===== config.mk =====
export PLATFORM = sky130hd
export DESIGN_NAME = sw_key_input_pio_flat
export DESIGN_NICKNAME = d
export VERILOG_FILES = /design/src/rtl/sw_key_input_pio_pkg.sv /design/src/rtl/sw_key_input_pio_if.sv /design/src/rtl/sw_key_input_pio_debounce_bit.sv /design/src/rtl/sw_key_input_pio.sv /design/src/flat_wrapper.sv
export SDC_FILE = /design/constraint.sdc
export NUM_CORES = 1
export LEC_CHECK = 0
export CAP_MARGIN = 0
export CORE_AREA = 2 2 190 192
export DETAILED_ROUTE_END_ITERATION = 10
export DIE_AREA = 0 0 192 194
export PLACE_DENSITY = 0.56
export SLEW_MARGIN = 20
export SYNTH_ARGS = -nofsm -noshare
export SYNTH_HDL_FRONTEND = slang
export SYNTH_SLANG_ARGS = --single-unit
export TNS_END_PERCENT = 10

===== constraint.sdc =====
create_clock -name clk -period 4.85 [get_ports clk]
set_input_delay 1.455 -clock clk [delete_from_list [all_inputs] [get_ports clk]]
set_output_delay 1.455 -clock clk [all_outputs]
set_load 0.02 [all_outputs]

===== src/rtl/sw_key_input_pio_pkg.sv =====
// rtl/sw_key_input_pio_pkg.sv - register map and edge-mode types for the switch/key input PIO
package sw_key_pio_pkg;

    localparam logic [1:0] ADDR_DATA     = 2'd0;
    localparam logic [1:0] ADDR_IRQ_MASK = 2'd1;
    localparam logic [1:0] ADDR_EDGE     = 2'd2;
    localparam logic [1:0] ADDR_RAW      = 2'd3;

    typedef enum logic [1:0] {
        EDGE_RISE = 2'd0,
        EDGE_FALL = 2'd1,
        EDGE_ANY  = 2'd2
    } edge_mode_e;

endpackage


===== src/rtl/sw_key_input_pio_if.sv =====
// rtl/sw_key_input_pio_if.sv - Avalon-MM slave bus bundle for the switch/key input PIO
interface sw_key_input_pio_if;

    logic [1:0]  avs_address;
    logic        avs_read;
    logic        avs_write;
    logic [31:0] avs_writedata;
    logic [31:0] avs_readdata;

    modport master (
        output avs_address, avs_read, avs_write, avs_writedata,
        input  avs_readdata
    );

    modport slave (
        input  avs_address, avs_read, avs_write, avs_writedata,
        output avs_readdata
    );

endinterface


===== src/rtl/sw_key_input_pio_debounce_bit.sv =====
// rtl/sw_key_input_pio_debounce_bit.sv - one input bit: synchroniser, debounce counter, data flop
module sw_debounce_bit #(
    parameter int   SYNC_STAGES     = 2,
    parameter int   DEBOUNCE_CYCLES = 50000,
    parameter logic RESET_BIT       = 1'b0
) (
    input  logic clk,
    input  logic reset_n,
    input  logic pin,
    output logic sync,
    output logic data,
    output logic rise,
    output logic fall
);

    localparam int CNT_W = $clog2(DEBOUNCE_CYCLES + 1);
    localparam logic [CNT_W-1:0] CNT_LAST = CNT_W'(DEBOUNCE_CYCLES - 1);

    logic [SYNC_STAGES-1:0] sync_q;
    logic [CNT_W-1:0]       cnt_q, cnt_d;
    logic                   data_q, data_d;

    always_ff @(posedge clk or negedge reset_n) begin
        if (!reset_n) begin
            sync_q <= {SYNC_STAGES{RESET_BIT}};
            cnt_q  <= '0;
            data_q <= RESET_BIT;
        end else begin
            sync_q <= {sync_q[SYNC_STAGES-2:0], pin};
            cnt_q  <= cnt_d;
            data_q <= data_d;
        end
    end

    assign sync = sync_q[SYNC_STAGES-1];

    // Any sample agreeing with the accepted level restarts the stability count.
    always_comb begin
        data_d = data_q;
        cnt_d  = cnt_q;
        if (sync == data_q) begin
            cnt_d = '0;
        end else if (cnt_q == CNT_LAST) begin
            data_d = sync;
            cnt_d  = '0;
        end else begin
            cnt_d = cnt_q + 1'b1;
        end
    end

    assign data = data_q;
    assign rise = data_d & ~data_q;
    assign fall = ~data_d & data_q;

endmodule


===== src/rtl/sw_key_input_pio.sv =====
// rtl/sw_key_input_pio.sv - debounced switch/key input peripheral with edge capture and irq
module sw_key_input_pio
    import sw_key_pio_pkg::*;
#(
    parameter int               WIDTH           = 10,
    parameter int               SYNC_STAGES     = 2,
    parameter int               DEBOUNCE_CYCLES = 50000,
    parameter int               EDGE_MODE       = 2,
    parameter logic [WIDTH-1:0] RESET_VALUE     = '0
) (
    input  logic                 clk,
    input  logic                 reset_n,
    input  logic [WIDTH-1:0]     pins_in,
    sw_key_input_pio_if.slave    avs,
    output logic                 irq
);

    localparam edge_mode_e MODE = edge_mode_e'(EDGE_MODE);

    logic [WIDTH-1:0] sync_bits, data_bits, rise_bits, fall_bits;
    logic [WIDTH-1:0] edge_set, edge_clr;
    logic [WIDTH-1:0] edge_q, edge_d;
    logic [WIDTH-1:0] irq_mask_q;
    logic [31:0]      readdata_q, readdata_d;
    logic             irq_q;
    logic             wr_mask, wr_edge;

    for (genvar i = 0; i < WIDTH; i++) begin : g_bit
        sw_debounce_bit #(
            .SYNC_STAGES     (SYNC_STAGES),
            .DEBOUNCE_CYCLES (DEBOUNCE_CYCLES),
            .RESET_BIT       (RESET_VALUE[i])
        ) u_bit (
            .clk     (clk),
            .reset_n (reset_n),
            .pin     (pins_in[i]),
            .sync    (sync_bits[i]),
            .data    (data_bits[i]),
            .rise    (rise_bits[i]),
            .fall    (fall_bits[i])
        );
    end

    if (WIDTH < 32) begin : g_unused
        logic unused_wdata;
        assign unused_wdata = ^avs.avs_writedata[31:WIDTH];
    end

    always_comb begin
        edge_set = '0;
        case (MODE)
            EDGE_RISE: edge_set = rise_bits;
            EDGE_FALL: edge_set = fall_bits;
            default:   edge_set = rise_bits | fall_bits;
        endcase
    end

    assign wr_mask  = avs.avs_write && (avs.avs_address == ADDR_IRQ_MASK);
    assign wr_edge  = avs.avs_write && (avs.avs_address == ADDR_EDGE);
    assign edge_clr = wr_edge ? avs.avs_writedata[WIDTH-1:0] : '0;
    // Set is applied after the clear so a fresh edge survives a same-cycle W1C.
    assign edge_d   = (edge_q & ~edge_clr) | edge_set;

    always_comb begin
        readdata_d = '0;
        case (avs.avs_address)
            ADDR_DATA:     readdata_d[WIDTH-1:0] = data_bits;
            ADDR_IRQ_MASK: readdata_d[WIDTH-1:0] = irq_mask_q;
            ADDR_EDGE:     readdata_d[WIDTH-1:0] = edge_q;
            default:       readdata_d[WIDTH-1:0] = sync_bits;
        endcase
    end

    always_ff @(posedge clk or negedge reset_n) begin
        if (!reset_n) begin
            edge_q     <= '0;
            irq_mask_q <= '0;
            readdata_q <= '0;
            irq_q      <= 1'b0;
        end else begin
            edge_q <= edge_d;
            if (wr_mask) begin
                irq_mask_q <= avs.avs_writedata[WIDTH-1:0];
            end
            if (avs.avs_read) begin
                readdata_q <= readdata_d;
            end
            irq_q <= |(edge_q & irq_mask_q);
        end
    end

    assign avs.avs_readdata = readdata_q;
    assign irq              = irq_q;

endmodule


===== src/flat_wrapper.sv =====
// flat-port wrapper written by rule: the top's interface ports become plain ports
module sw_key_input_pio_flat import sw_key_pio_pkg::*;
#(
    parameter int               WIDTH           = 10,
    parameter int               SYNC_STAGES     = 2,
    parameter int               DEBOUNCE_CYCLES = 50000,
    parameter int               EDGE_MODE       = 2,
    parameter logic [WIDTH-1:0] RESET_VALUE     = '0
)
  (clk, reset_n, pins_in, irq, avs_avs_address, avs_avs_read, avs_avs_write, avs_avs_writedata, avs_avs_readdata);
  sw_key_input_pio_if avs_i ();
  input  logic clk;
  input  logic reset_n;
  input  logic [WIDTH-1:0] pins_in;
  output logic irq;
  input wire logic [$bits(avs_i.avs_address)-1:0] avs_avs_address;
  input wire logic [$bits(avs_i.avs_read)-1:0] avs_avs_read;
  input wire logic [$bits(avs_i.avs_write)-1:0] avs_avs_write;
  input wire logic [$bits(avs_i.avs_writedata)-1:0] avs_avs_writedata;
  output wire logic [$bits(avs_i.avs_readdata)-1:0] avs_avs_readdata;
  assign avs_i.avs_address = avs_avs_address;
  assign avs_i.avs_read = avs_avs_read;
  assign avs_i.avs_write = avs_avs_write;
  assign avs_i.avs_writedata = avs_avs_writedata;
  assign avs_avs_readdata = avs_i.avs_readdata;
  sw_key_input_pio #(.WIDTH(WIDTH), .SYNC_STAGES(SYNC_STAGES), .DEBOUNCE_CYCLES(DEBOUNCE_CYCLES), .EDGE_MODE(EDGE_MODE), .RESET_VALUE(RESET_VALUE)) u_core (.clk(clk), .reset_n(reset_n), .pins_in(pins_in), .avs(avs_i), .irq(irq));
endmodule

Yosys cells after proc, flatten, opt, wreduce, memory -nomap -nowiden
Cells that the tools add are included.

word-level totals
  register bits = 221
  output and inout bits = 33

operators by class
  reductions and logical operators = 4
  bitwise operators = 45
  eq/ne operators = 22
  multiplexer cells = 42
  $add $sub $neg = 10

operator list
  cell                     number
  $mux W16                 20
  $add A16 B1 Y16 const B  10
  $eq A16 B16 Y1 const B   10
  $pmux W10 S3             1
  $and A1 B1 Y1            20
  $and A10 B10 Y10         2
  $mux W1                  20
  $not A1 Y1               20
  $or A10 B10 Y10          2
  $eq A1 B1 Y1             10
  $mux W10                 1
  $not A10 Y10             1
  $reduce_or A10 Y1        1
  $eq A2 B1 Y1 const B     1
  $eq A2 B2 Y1 const B     1
  $logic_and A1 B1 Y1      2
  $logic_not A2 Y1         1

Depth between registers and ports, before layout
  depth in word-level cells = 7
  depth in mapped cells = 5
  gate-level depth less buffers = 5

Cells and area by module
A second synthesis with hierarchy kept.

unflattened totals
  cells, all modules = 1000
  area total of the unflattened synthesis = 11609.9 um^2

modules (own cells, without submodules)
  module            instances  cells an instance  area an instance (um^2)  seq. area each (um^2)
  sw_debounce_bit   10         85                 994.7                    475.5
  sw_key_input_pio  1          150                1662.8                   775.7

Worst setup path after synthesis
No wires, ideal clock.

  path kind = input to register
  start point = input avs_avs_address[0]
  end point = register u_core.readdata_q[0], in the netlist u_core.avs.avs_readdata[0]
  arrival = 2.437 ns
  stages on the path = 3
  path buffers = 1
  required time = 4.725 ns
  slack = 2.288 ns
  library setup time = 0.125 ns
  path through = buf_2 mux4_2 mux2_2

between the ends
  word-level cells in the longest chain between the ends = 2
  elaborated cells on any way between the ends = 4

RTL lines
  element                               line                    RTL
  start, declared                       flat_wrapper.sv:16      input wire logic [$bits(avs_i.avs_address)-1:0] avs_avs_address;
  $eq A2 B2 Y1 (tied with other cells)  sw_key_input_pio.sv:66  case (avs.avs_address)
  $pmux W10 S3 (*)                      sw_key_input_pio.sv:66
  end signal, assigned                  sw_key_input_pio.sv:86  readdata_q <= readdata_d;
  end, declared                         sw_key_input_pio.sv:24  logic [31:0] readdata_q, readdata_d;

Mark *: on every way between the ends. The rest lies on a longest branch, timed or not.
A chain may end at the register's enable or synchronous reset.

Final worst setup path
  start point = input avs_avs_address[0]
  end point = register u_core.irq_mask_q[6]

between the ends
  word-level cells in the longest chain between the ends = 2

RTL lines
  element               line                    RTL
  $eq A2 B1 Y1          sw_key_input_pio.sv:58  assign wr_mask = avs.avs_write && (avs.avs_address == ADDR_IRQ_MASK);
  $logic_and A1 B1 Y1   sw_key_input_pio.sv:58
  end signal, assigned  sw_key_input_pio.sv:83  irq_mask_q <= avs.avs_writedata[WIDTH-1:0];
  end, declared         sw_key_input_pio.sv:23  logic [WIDTH-1:0] irq_mask_q;

Every way passes these cells.

==> run_results.csv <==
group,metric,value,unit
power,power_leakage,4.86,nW
die,initial_utilization,0.297,
die,die-area,0.0372,sq mm
logic_synthesis,synth-seq-area-share,0.529,
global_route,grt.overflow.total,0,
global_route,grt_pass1_wl,34200,um
worst_setup_path,start_kind,"input pin",
clock_network,cts_tree,"built",
clock_network,cts_max_path_buffers,3,
finish,area_delta_synth_final,15.4,%
clock_network,worstSkewPairLatency,510,ps
place,dpl.hpwl,13300,um
sta,min_period_over_period,0.629,
logic_synthesis,synthFlopType,"dfrtp_1",
sta,clock_skew,10.6,ps
finish,utilization,0.342,
sta,maxSlewHeadroom,0.389,
sta,setup_ws,1800,ps
place,place.gp.congestion,0.746,
drt,viasPerCell,4.55,
finish,drive_gt1_frac,0.0976,
logic_synthesis,async_reset_ff_frac,1.00,
worst_setup_path,worstPathRequired,5240,ps
power,powerDensity,335,mW/mm^2
global_route,grtUsageTotal,0.111,
sta,period_needed,3050,ps
place,placedCellCount,1453,
die,die_h,194,um
worst_setup_path,crit_family,"buffers and inverters",
logic_synthesis,ys_warn_count,0,
drt,drc,0,
clock_network,numCtsBuffers,24,
global_route,grt_pass1_vias,6833,
clock_network,clock-sinks,221,
die,rows,69,
clock_network,htree_num_levels,1,
worst_setup_path,crit_slowest_cell,"clkdlybuf4s50_1",
power,p_total,4.04,mW
worst_setup_path,critPathArrivalTime,3440,ps
sta,finalMaxSlewViolations,0,
finish,nNetsFinal,1076,
global_route,antenna_found_initial,0,
sta,timing_hold_violations_final,0,
logic_synthesis,avgSynthCellArea,10.8,sq um
drt,routedWlPerCell,13.3,um
drt,routed_wl,19800,um
finish,antennaDiodeCount,0,
logic_synthesis,syn_area,0.0105,sq mm
worst_setup_path,crit_chain,"clkdlybuf4s50_1 -> nand3b_1 -> mux2_2",
drt,detail_route.iter0.violations,217,
clock_network,ctsHoldBuffers,0,
place,port_buffers,36,
worst_setup_path,critPathBufInv,1,
logic_synthesis,synth-seq-cells,221,
drt,firstDrtPassIters,5,
die,fp.dieW,192,um
worst_setup_path,crit_path_max_incr_delay,860,ps
sta,worstMarginPinSlew,914,ps
power,max-vdd-ir-drop,223,uV
worst_hold_path,min-delay-path-class,"register to register",
clock_network,clk_pin_slew,60,ps
logic_synthesis,synth_edf_count,0,
place,post-place-ws,1210,ps
logic_synthesis,synthXorXnorAreaFrac,0.126,
logic_synthesis,synth.area.mux_share,0.0539,
drt,dr_total_vias,6804,
worst_setup_path,crit_path_max_fanout,10,
logic_synthesis,synth-simple-area-share,0.199,
global_route,grt_max_degree,105,
flow_run,drv_cap,0,
clock_network,cts_setup_buffers,0,
finish,stdcell_count,1496,
die,io_pins,81,
die,core_area,0.0352,sq mm
drt,ant_nets,0,
sta,finalSetupViolCount,0,
worst_setup_path,crit_path_end_kind,"register",
worst_setup_path,timing_worst_setup_path_type,"input pin to register",
logic_synthesis,synth_cells,966,
clock_network,ctsResizeCount,0,
sta,fmax,328,MHz
status,status,"finished, final reports clean",
sta,rsz0062_at_grt,"false",
logic_synthesis,ys_types,31,
clock_network,clockRootBuffer,"clkbuf_16",
logic_synthesis,synth_fa_ha_area_frac,0.0120,
sta,fin_tns_setup,0,ps
logic_synthesis,synth_compound_area_frac,0.0371,
logic_synthesis,synth_top_family_by_area,"simple AND/OR/NAND/NOR gates",
-- cells in the mapped netlist, types with 3 or more instances --
| master | n | area [sq um] |
|---|---|---|
| a22o_1 | 11 | 96.3 |
| o41ai_4 | 9 | 248 |
| dfrtp_1 | 221 | 5530 |
| nand3b_1 | 6 | 45.0 |
| nor2_1 | 204 | 766 |
| inv_1 | 40 | 150 |
| or3_1 | 3 | 18.8 |
| nor4_1 | 55 | 344 |
| buf_2 | 4 | 20.0 |
| ha_1 | 10 | 125 |
| mux4_2 | 10 | 225 |
| nor3_1 | 32 | 160 |
| mux2_2 | 30 | 338 |
| buf_4 | 22 | 165 |
| nand3_1 | 56 | 280 |
| xor2_1 | 21 | 184 |
| a22oi_1 | 3 | 22.5 |
| buf_6 | 9 | 101 |
| nand2_1 | 44 | 165 |
| nor4b_2 | 4 | 60.1 |
| nand4_1 | 34 | 213 |
| xnor2_1 | 129 | 1130 |
-- report_power, final --
| part | switching (mW) | leakage, nW | total [mW] | internal, mW |
|---|---|---|---|---|
| Combinational | 0.135 | 1.47 | 0.237 | 0.102 |
| Clock | 0.725 | 0.408 | 1.86 | 1.14 |
| Sequential | 0.0469 | 2.99 | 1.95 | 1.90 |
| Total | 0.907 | 4.86 | 4.04 | 3.14 |
-- sequential cells by signal, indices dropped and copies added (netlist names) --
register and count:
u_core.g_bit.u_bit.cnt_q 160, u_core.g_bit.u_bit.sync_q 20, u_core.avs.avs_readdata 10, u_core.edge_q 10
u_core.g_bit.u_bit.data 10, u_core.irq_mask_q 10, u_core.irq 1
-- final timing paths --
path	start	endpoint	slack [ps]	depth (start not counted)
max	avs_avs_address[0]	u_core.irq_mask_q[6]$_DFFE_PN0P_	1800	3
min	u_core.g_bit[0].u_bit.sync_q[0]$_DFF_PN0_	u_core.g_bit[0].u_bit.sync_q[1]$_DFF_PN0_	350	0
max reg2reg	u_core.g_bit[8].u_bit.cnt_q[0]$_DFF_PN0_	u_core.g_bit[8].u_bit.cnt_q[2]$_DFF_PN0_	2720	4
min reg2reg	u_core.g_bit[0].u_bit.sync_q[0]$_DFF_PN0_	u_core.g_bit[0].u_bit.sync_q[1]$_DFF_PN0_	350	0
max in group asynchronous	reset_n	u_core.irq_mask_q[0]$_DFFE_PN0P_	2980	2
min in group asynchronous	reset_n	u_core.g_bit[3].u_bit.cnt_q[2]$_DFF_PN0_	960	1
-- worst reg2reg max path: stages, from the launching register on --
cell and delay [ps]:
dfrtp_1 390, ha_1 210, nand3_1 350, o41ai_4 910
nor2_1 130
-- cell families (layout without fill, tap and decap cells) --
family | count (synthesis) | after routing
other cells | 1 | 22
buf+inv | 77 | 125
simple gates | 442 | 442
xor+xnor | 150 | 150
flops | 221 | 221
compound gates | 25 | 25
mux | 40 | 40
fa+ha+maj | 10 | 10
-- layout by cell type (no fill, tap or decap), types with 4 or more instances in the layout --
cell	count
clkbuf_16	25
conb_1	22
buf_4	5
clkdlybuf4s50_1	35
o41ai_4	9
xnor2_1	129
clkbuf_8	6
mux2_2	30
a22o_1	11
nor4_1	55
nand3_1	56
nor4b_2	4
ha_1	10
inv_1	40
dfrtp_1	221
nor2_1	204
clkbuf_1	4
xor2_1	21
nand3b_1	6
mux4_2	10
nand2_1	44
clkinv_2	6
nor3_1	32
nand4_1	34
-- cell type report --
type | count | area, sq um
fillers | 3564 | 23200
clock buffers | 35 | 723
well taps | 461 | 577
clock inverters | 8 | 90.1
inverters | 40 | 150
repair buffers | 42 | 423
flip-flops and latches | 221 | 5530
multi-input cells | 689 | 4570
-- stage by stage --
step	hold slack, ps	instance area, sq um
detailed placement	338	11200
global route	364	12100
CTS	352	12100
floorplan	331	10500
global placement	335	11200
finish	350	12100
-- layer usage --
metal  GRT usage  vias up  routed length (um)
met5           0        -                   0
met3      0.0163       39                 667
met2       0.180       81                9280
li1            -     3364                   -
met1       0.151     3320                9420
met4      0.0356        0                 479
(Power assumes the default switching activity.)
